$ cat src/rtl/cla_serial_controller.sv
// Serial WIDTH-bit add/subtract sequencer built around one 4-bit carry-lookahead slice.
// Processes one nibble per clock, LSB first, with valid/ready handshakes on both sides.

module cla_sum_generator (
  input  logic [3:0] a,
  input  logic [3:0] b,
  input  logic       cin,
  output logic [3:0] sum,
  output logic       c_msb,
  output logic       cout
);
  logic [3:0] g;
  logic [3:0] p;
  logic [4:0] c;

  assign g = a & b;
  assign p = a ^ b;

  // All carries are flattened lookahead terms, so no carry ripples through the slice.
  assign c[0] = cin;
  assign c[1] = g[0] | (p[0] & cin);
  assign c[2] = g[1] | (p[1] & g[0]) | (p[1] & p[0] & cin);
  assign c[3] = g[2] | (p[2] & g[1]) | (p[2] & p[1] & g[0]) | (p[2] & p[1] & p[0] & cin);
  assign c[4] = g[3] | (p[3] & g[2]) | (p[3] & p[2] & g[1]) | (p[3] & p[2] & p[1] & g[0])
              | (p[3] & p[2] & p[1] & p[0] & cin);

  assign sum   = p ^ c[3:0];
  assign c_msb = c[3];
  assign cout  = c[4];
endmodule

module cla_serial_controller #(
  parameter int WIDTH = 16
) (
  input  logic             clk,
  input  logic             rst_n,
  input  logic             in_valid,
  output logic             in_ready,
  input  logic [WIDTH-1:0] op_a,
  input  logic [WIDTH-1:0] op_b,
  input  logic             op_sub,
  output logic             out_valid,
  input  logic             out_ready,
  output logic [WIDTH-1:0] result,
  output logic             carry_out,
  output logic             overflow,
  output logic             zero,
  output logic             busy
);
  localparam int NSLICE = WIDTH / 4;
  localparam int IDX_W  = $clog2(NSLICE);

  typedef enum logic [1:0] {
    IDLE = 2'd0,
    RUN  = 2'd1,
    DONE = 2'd2
  } state_t;

  state_t           state;
  state_t           state_next;
  logic [IDX_W-1:0] idx;
  logic             carry_r;
  logic [WIDTH-1:0] a_r;
  logic [WIDTH-1:0] b_r;

  logic [3:0]       a_nib;
  logic [3:0]       b_nib;
  logic [3:0]       slice_sum;
  logic             slice_c_msb;
  logic             slice_cout;
  logic [WIDTH-1:0] next_result;
  logic             last_nib;
  logic             accept;

  cla_sum_generator u_slice (
    .a     (a_nib),
    .b     (b_nib),
    .cin   (carry_r),
    .sum   (slice_sum),
    .c_msb (slice_c_msb),
    .cout  (slice_cout)
  );

  assign in_ready  = (state == IDLE);
  assign busy      = (state == RUN);
  assign out_valid = (state == DONE);
  assign accept    = in_valid && in_ready;
  assign last_nib  = (idx == IDX_W'(NSLICE - 1));

  // Nibble mux into the shared slice, and the result with the current nibble replaced.
  always_comb begin
    // NOTE: every combinational output gets a default first so no path can infer a latch.
    a_nib       = '0;
    b_nib       = '0;
    next_result = result;
    for (int i = 0; i < NSLICE; i++) begin
      if (idx == IDX_W'(i)) begin
        a_nib                 = a_r[4*i +: 4];
        b_nib                 = b_r[4*i +: 4];
        next_result[4*i +: 4] = slice_sum;
      end
    end
  end

  always_comb begin
    state_next = state;
    case (state)
      IDLE:    if (in_valid) state_next = RUN;
      RUN:     if (last_nib) state_next = DONE;
      DONE:    if (out_ready) state_next = IDLE;
      default: state_next = IDLE;
    endcase
  end

  always_ff @(posedge clk or negedge rst_n) begin
    if (!rst_n) state <= IDLE;
    // NOTE: sequential state always uses non-blocking assignment so every register samples pre-edge values.
    else        state <= state_next;
  end

  // Datapath: operands are captured only on acceptance; subtract is A + ~B + 1.
  always_ff @(posedge clk or negedge rst_n) begin
    if (!rst_n) begin
      idx       <= '0;
      carry_r   <= 1'b0;
      a_r       <= '0;
      b_r       <= '0;
      result    <= '0;
      carry_out <= 1'b0;
      overflow  <= 1'b0;
      zero      <= 1'b0;
    end else if (accept) begin
      a_r     <= op_a;
      b_r     <= op_sub ? ~op_b : op_b;
      carry_r <= op_sub;
      idx     <= '0;
    end else if (state == RUN) begin
      result  <= next_result;
      carry_r <= slice_cout;
      idx     <= idx + 1'b1;
      if (last_nib) begin
        carry_out <= slice_cout;
        overflow  <= slice_cout ^ slice_c_msb;
        zero      <= (next_result == '0);
        idx       <= '0;
      end
    end
  end
endmodule

$ cat config.mk
export PLATFORM = sky130hd
export DESIGN_NAME = cla_serial_controller
export DESIGN_NICKNAME = d
export VERILOG_FILES = /design/src/rtl/cla_serial_controller.sv
export SDC_FILE = /design/constraint.sdc
export NUM_CORES = 1
export LEC_CHECK = 0
export ABC_AREA = 1
export CAP_MARGIN = 20
export CORE_ASPECT_RATIO = 1.5
export CORE_MARGIN = 10
export CORE_UTILIZATION = 47
export CTS_BUF_LIST = sky130_fd_sc_hd__clkbuf_4 sky130_fd_sc_hd__clkbuf_8
export DETAILED_ROUTE_END_ITERATION = 12
export PLACE_DENSITY_LB_ADDON = 0.08
export SLEW_MARGIN = 20
export SYNTH_ARGS = -nofsm -noshare
export SYNTH_HDL_FRONTEND = slang
export SYNTH_SLANG_ARGS = --single-unit
$ cat constraint.sdc
create_clock -name clk -period 2.65 [get_ports clk]
set_clock_uncertainty 0.1 [all_clocks]
set_input_delay 0.265 -clock clk [delete_from_list [all_inputs] [get_ports clk]]
set_output_delay 0.265 -clock clk [all_outputs]
set_load 0.1 [all_outputs]
======== After elaboration in Yosys (flattened, before gate mapping) ========
Cells that the tools add are included.
cells by class
  add/subtract/negate cells ............... 1
  reduce and logical (&&, ||, !) cells .... 8
  eq/ne operators ......................... 8
  bitwise gates (word level) .............. 32
  multiplexer cells ....................... 22
operator list
  kind                   count
  $mux W4                12
  $and A1 B1 Y1          16
  $logic_not A16 Y1      1
  $mux W16               1
  $not A16 Y16           1
  $mux W2                6
  $or A1 B1 Y1           10
  $xor A4 B4 Y4          2
  $eq A2 B2 Y1 const B   3
  $pmux W2 S3            1
  $reduce_and A3 Y1      2
  $and A4 B4 Y4          1
  $eq A2 B1 Y1 const B   2
  $logic_not A2 Y1       2
  $ne A2 B1 Y1 const B   2
  $add A2 B1 Y2 const B  1
  $mux W1                2
  $ne A2 B2 Y1 const B   1
  $reduce_and A2 Y1      1
  $reduce_bool A2 Y1     1
  $logic_and A1 B1 Y1    1
  $not A1 Y1             1
  $xor A1 B1 Y1          1
storage, ports and cells
  logic and storage cells ................. 80
  register bits ........................... 56
  input port bits ......................... 37

======== Longest topological paths before layout ========
Gate-level depths: netlist of the first run.
  word-level depth ........................ 13
  gate-level depth with buffers ........... 19

======== Hierarchy ========
From an unflattened synthesis of the first run, not the netlist that was laid out.
second synthesis, totals
  cells, all modules ...................... 384
  area, all modules ....................... 3010.4 µm²
by module, submodules not included
  module                 area each (µm²)  seq. area each (µm²)  times used  cells an instance
  cla_serial_controller  2826.5           1401.3                1           357
  cla_sum_generator      183.9            0.0                   1           27

======== Least setup slack after synthesis of the first run ========
OpenSTA, ideal clock, no wires.
  path kind ............................... register to register
  start ................................... reg idx[0]
  end ..................................... reg zero
  setup time .............................. 0.068 ns
  clock period less this slack ............ 2.704 ns
  cell stages (with the launch flop) ...... 18
  path slack .............................. -0.054 ns
  arrival ................................. 2.537 ns
  buffers on the path ..................... 2
  cell sequence ........................... dfrtp_1 inv_1 ha_1 buf_4 inv_1 buf_2 o211ai_1 a21oi_1 fa_1 inv_1 nand2_1 o21ai_0 nand3_1 nor2_1 nand3_1 nor2_1 nand3_1 nand2_1
on the way
  cells in the longest elaborated chain, start to end .. 13
  elaborated cells between the ends (all ways) .. 36
RTL lines
  item                                                        RTL line  source
  start, declared                                             61        logic [IDX_W-1:0] idx;
  start signal, assigned                                      140       idx <= idx + 1'b1;
  $logic_not A2 Y1                                            97        if (idx == IDX_W'(i)) begin
  $mux W4 (4 in a row)                                        97
  $xor A4 B4 Y4 or $and A4 B4 Y4 (tied branches)              17, 16
  $and A1 B1 Y1                                               23        assign c[3] = g[2] | (p[2] & g[1]) | (p[2] & p[1] & g[0]) | (p[2] & p[1] & p[0] & cin);
  $or A1 B1 Y1 or $and A1 B1 Y1 (tied branches) (2 in a row)  23
  $or A1 B1 Y1                                                23
  $xor A4 B4 Y4                                               27        assign sum = p ^ c[3:0];
  $mux W4                                                     97
  $logic_not A16 Y1                                           144       zero <= (next_result == '0);
  end signal, assigned                                        144
  end, declared                                               47        output logic zero,
Several ways; a longest one is shown, not always the timed one.
A chain may end at the register's enable or synchronous reset.

======== Worst setup path in the final report of the first run ========
Same ends and word-level chain as after synthesis.

==> impl_metrics.ini, run 1 <==
[sta]
rsz0062_at_grt = yes
slew_headroom = 0.569
fin_crit_sh = 1.04
final-hold-violation-count = 0
setup_viol_count_final = 5
timing.final.ws_setup_ps = -98.9
min_period_ps = 2750
timing.fmax_ghz = 0.364
slew_viol_final = 0
worst_pin_slew_ps = 647

[global_route]
track_usage = 0.162
grt_pass1_vias = 2748
gr-total-overflow = 0
antenna_found_initial = 0
grt_max_degree = 48
grt_first_pass_wirelength_mm = 13.1

[floorplan]
start_util = 0.480
core_area_um2 = 6130
die_area_um2 = 9890
die_x_um = 84.6
ios = 59
rows = 35
die_h_um = 117

[route]
dr.pass1.iters = 5
routed.top_layer = met4
drc = 0
vias = 2723
routedWlPerCell_um = 15.4
drt_first_iter_violations = 100
wl_met1_mm = 3.15
postRouteAntennaNets = 0
wirelength_mm = 8.17
wl_met2_mm = 4.42
wl_met3_um = 301
viasPerCell = 5.12

[clock_network]
clk_latency_ps = 310
root_buffer = clkbuf_8
cts_tree = done
cts.sinks = 56
cts.clk_slew.worst_paths_ps = 100
htree_levels = 2
cts-buffers-inserted = 5
clock_path_buffers = 2

[yosys]
synth_xor_area_frac = 0.0506
synth_top_family_by_area = simple AND/OR/NAND/NOR gates
netlist_area_um2 = 2940
yosysSeqAreaShare = 0.476
synth_seq_cells = 56
muxShareOfSynthArea = 0
synthCells = 365
synthTopCellsByArea = dfrtp_1 48%, nand2_1 16%, o21ai_0 6.6%
synth_compound_area_frac = 0.116
yosys.area_share.simple = 0.259
synthAdderAreaFrac = 0.0408
synth_top_area_cell = dfrtp_1
syn_area_per_cell_um2 = 8.06
yosys_warnings = 0
synth_fp_nets = 411
yosysTopAreaCellShare = 0.476
ys_types = 28

[critical_path]
r2r_end = zero
cp-end-kind = flip-flop
max_stage_delay_ps = 430
crit_chain = buf_4 -> ha_1 -> clkinv_4 -> buf_4 -> a21oi_2 -> ha_1 -> or2_0 -> nand2_2 -> nand3_2 -> buf_6 -> nand3_2 -> nand2_1 -> nor2_1 -> nand3_1 -> nand2_1
critPathMaxFanout = 13
cp.required_ps = 2800
reg2reg_depth = 15
path_class = flip-flop to flip-flop
cp.arrival_ps = 2900
r2r_slack_ps = -100
r2r_start = idx[0]
crit_slowest_cell = dfrtp_1
worst_setup_path_start_kind = flip-flop

[worst_hold_path]
worstHoldStart = op_a[0]
worstHoldPathCells = 3
holdPathEnd = a_r[0]
hp-class = input port to flip-flop

[finish]
syn2layout_area_growth_pct = 39.8
layout-drive-gt1-share = 0.273
mostFrequentLayoutCell = nand2_1
num_antenna_cells = 0
layout_common_cells = 111 x nand2_1, 56 x buf_4, 55 x dfrtp_1, 35 x clkdlybuf4s50_1, 32 x o21ai_0
post-route-util = 0.671
final_nets = 503

[place]
globalplace.congestion = 0.887
io_buffers = 58
place_hpwl_mm = 5.94

[outcome]
violations = negative setup slack
status = finished with violations

[job]
timing.max_cap.violations = 0
synth_stat cells:
library cell    n
dfrtp_1        56
nor2_4          1
clkinv_1        2
a31oi_1         4
o21a_1          1
nand2_1       122
clkbuf_1        3
a21oi_1        13
clkbuf_8        1
nand3_2         1
o31ai_1         2
o211ai_1        3
inv_1          18
inv_2           1
buf_2           9
fa_1            1
xor2_1          1
a32o_1          1
nand4_1         1
o21ai_0        39
or2_0           1
xnor2_1        16
buf_4           3
nor2_1         20
nand2_2         2
ha_1            8
or2_2           5
nand3_1        30
how the worst max path moves through the flow:
stage               cells after the start  slack, ps    from   end
floorplan                              17          1  idx[0]  zero
global placement                       15       -100  idx[0]  zero
detailed placement                     15       -170  idx[0]  zero
CTS                                    16        0.1  idx[0]  zero
global route                           17       -240  idx[0]  zero
finish                                 15       -100  idx[0]  zero
cell families (layout without fill, tap and decap cells):
| family | count (synthesis) | in the layout |
|---|---|---|
| compound gates | 63 | 63 |
| xor+xnor | 17 | 17 |
| buf+inv | 37 | 130 |
| simple gates | 183 | 183 |
| fa+ha+maj | 9 | 9 |
| flops | 56 | 56 |
state kept, by name, summed over array words and instances, names as in the netlist:
signal	cells
a_r	16
b_r	16
result	16
idx	2
state	2
carry_out	1
carry_r	1
overflow	1
zero	1
critical path: cells and delay by family, from the launching register on:
family / cells / cell delay [ps]
AO/OA/AOI/OAI: 1 / 170
adder cells (fa/ha/maj): 2 / 500
buffers and inverters: 4 / 590
flip-flops: 1 / 430
AND/OR/NAND/NOR: 8 / 880
metal layers:
layer	global-route usage	vias up
li1	-	1364
met1	0.175	1270
met2	0.298	68
met3	0.0305	21
met4	0.0716	0
met5	0	-
repair_timing:
action,4_1_cts,5_1_grt
setup buffers,4,7
gates resized for setup,35,27
pin swaps,18,15
hold buffers,1,0
hold endpoints to repair,27,0
setup endpoints to repair,9,12
cell type report:
class / count / area [um^2]
Tap cell: 74 / 92.6
Fill cell: 534 / 2020
Clock buffer: 8 / 97.6
Sequential cell: 56 / 1400
Multi-Input combinational cell: 272 / 1540
Inverter: 21 / 91.3
Timing Repair Buffer: 101 / 893
metrics by stage:
| stage | TNS, ps | worst slack, ps | instances | hold WS [ps] | cell area (um^2) |
|---|---|---|---|---|---|
| 2_1_floorplan | 0 | 0.962 | 365 | -131 | 2950 |
| 3_3_place_gp | -203 | -100 | 512 | 224 | 3710 |
| 3_5_place_dp | -702 | -170 | 512 | 226 | 3710 |
| 4_1_cts | 0 | 0.133 | 525 | 381 | 3970 |
| 5_1_grt | -1100 | -241 | 532 | 377 | 4120 |
| 6_report | -236 | -98.9 | 532 | 383 | 4120 |
Power of run 1 is left out: the tool's default activity adds up to more than one toggle a clock period on the data nets, which glitch-free logic cannot reach.
==> run 2, diff against run 1 <==
CAP_MARGIN = 10   (was 20)
==> results of run 2 <==
No change in the layout: final DEF, timing and power equal those of run 1.
Power of run 2 is left out for the same reason.
==> run 3, diff against run 2 <==
CORE_ASPECT_RATIO = 0.75   (was 1.5)
GPL_ROUTABILITY_DRIVEN = 0   (was default)
==> run 3 against run 2 <==
The run ends with negative hold slack, negative setup slack left. Maximum frequency up 2.8%. Register-to-register slack better by 70 ps. Global-route usage fell by 0.61 points. Routed wire length fell by 3.2%. Non-clock buffer count shrank 11. Largest cell class unchanged.
==> impl_metrics.ini, run 3 (synthesis results as in run 1) <==
[finish]
layout_common_cells = 112 x nand2_1, 56 x dfrtp_1, 51 x buf_4, 35 x clkdlybuf4s50_1, 34 x o21ai_0
num_antenna_cells = 0
layout-drive-gt1-share = 0.260
final_nets = 492
syn2layout_area_growth_pct = 37.3
reg.largest.list = a_r: 16 flops, b_r: 16 flops, result: 16 flops
post-route-util = 0.680
mostFrequentLayoutCell = nand2_1
fin_area_um2 = 4040

[critical_path]
cp.required_ps = 2800
crit_chain = inv_2 -> ha_4 -> buf_6 -> nand2_2 -> nand3_2 -> o21ai_2 -> a21oi_2 -> fa_2 -> inv_2 -> nand2_1 -> o21ai_2 -> nand3_1 -> nor2_1 -> nand3_1 -> nor2_1 -> nand3_1 -> nand2_1
cp.arrival_ps = 2830
r2r_slack_ps = -20
cpMostUsedCell = nand3_1
max_stage_delay_ps = 520
cp-end-kind = flip-flop
critPathMaxFanout = 6
worst_setup_path_start_kind = flip-flop
crit_slowest_cell = fa_2
path_class = flip-flop to flip-flop

[clock_network]
root_buffer = clkbuf_8
clk_latency_ps = 300
cts.clk_slew.worst_paths_ps = 100
htree_levels = 2
cts-buffers-inserted = 5
cts.sinks = 56
clock_path_buffers = 2
cts_tree = done

[worst_hold_path]
hp-class = input port to asynchronous set/reset pin

[route]
vias = 2749
wirelength_mm = 7.91
viasPerCell = 5.24
drt_first_iter_violations = 151
routedWlPerCell_um = 15.1
drc = 0
postRouteAntennaNets = 0
dr.pass1.iters = 4

[sta]
fin_crit_sh = 1.01
worst_pin_slew_ps = 703
timing.final.ws_setup_ps = -23.9
timing.fmax_ghz = 0.374
setup_viol_count_final = 1
min_period_ps = 2670
slew_viol_final = 0
slew_headroom = 0.531
final-hold-violation-count = 30
holdWs_ps = -22.1
rsz0062_at_grt = yes

[global_route]
grt_use_met3 = 0.0325
grt_max_degree = 57
use_met2 = 0.251
grt_busiest_layer = met2
grt_first_pass_wirelength_mm = 12.9
antenna_found_initial = 0
grtUsageMet1 = 0.211
grt_pass1_vias = 2615
track_usage = 0.156
gr-total-overflow = 0

[floorplan]
rows = 24
die_h_um = 88.5
ios = 59
start_util = 0.495
die_x_um = 111
die_area_um2 = 9860
core_area_um2 = 5950

[outcome]
violations = negative hold slack, negative setup slack
status = finished with violations

[place]
io_buffers = 58
place_hpwl_mm = 5.75
dpl_cell_area_um2 = 3650

[job]
timing.max_cap.violations = 0
==> run 3: cell type report <==
cell class	instances	area [um^2]
repair buffers	90	772
multi-input cells	272	1560
well taps	78	97.6
inverters	21	86.3
flip-flops and latches	56	1400
clock inverters	1	30.0
clock buffers	7	96.3
fillers	504	1910
==> run 3: worst paths after layout <==
check	from	endpoint	depth (start not counted)
max	idx[1]	zero	17
min	rst_n	b_r[7]	2
max reg2reg	idx[1]	zero	17
min reg2reg	result[14]	result[14]	2
max in group asynchronous	rst_n	a_r[0]	2
min in group clk	op_a[12]	a_r[12]	3
==> run 3: repair_timing <==
item	CTS	global route
hold buffers	0	0
setup endpoints to repair	12	12
pin swaps	10	20
buffers inserted	6	2
gates resized for setup	25	34
==> run 3: metal layers <==
metal / wire length [um] / share of wire
met5: 0 / 0
met4: 89 / 0.011
met3: 386 / 0.049
met2: 3650 / 0.46
met1: 3790 / 0.48
==> run 3: critical path, delay by kind of cell (launching register included) <==
kind / cells / cell delay (ps)
DFF: 1 / 440
and+or+nand+nor: 9 / 670
buffers and inverters: 3 / 360
adders and majority gates: 2 / 710
AOI/OAI and AO/OA: 3 / 340
==> run 3: stage by stage <==
stage                     setup WS (ps)  TNS, ps  cells
after floorplan                   0.962        0    365
after global placement             -143     -143    509
after detailed placement           -213     -623    509
after CTS                         -44.7    -74.2    523
after global routing               -214     -850    525
final                             -23.9    -23.9    525
Power of run 3 is left out for the same reason.
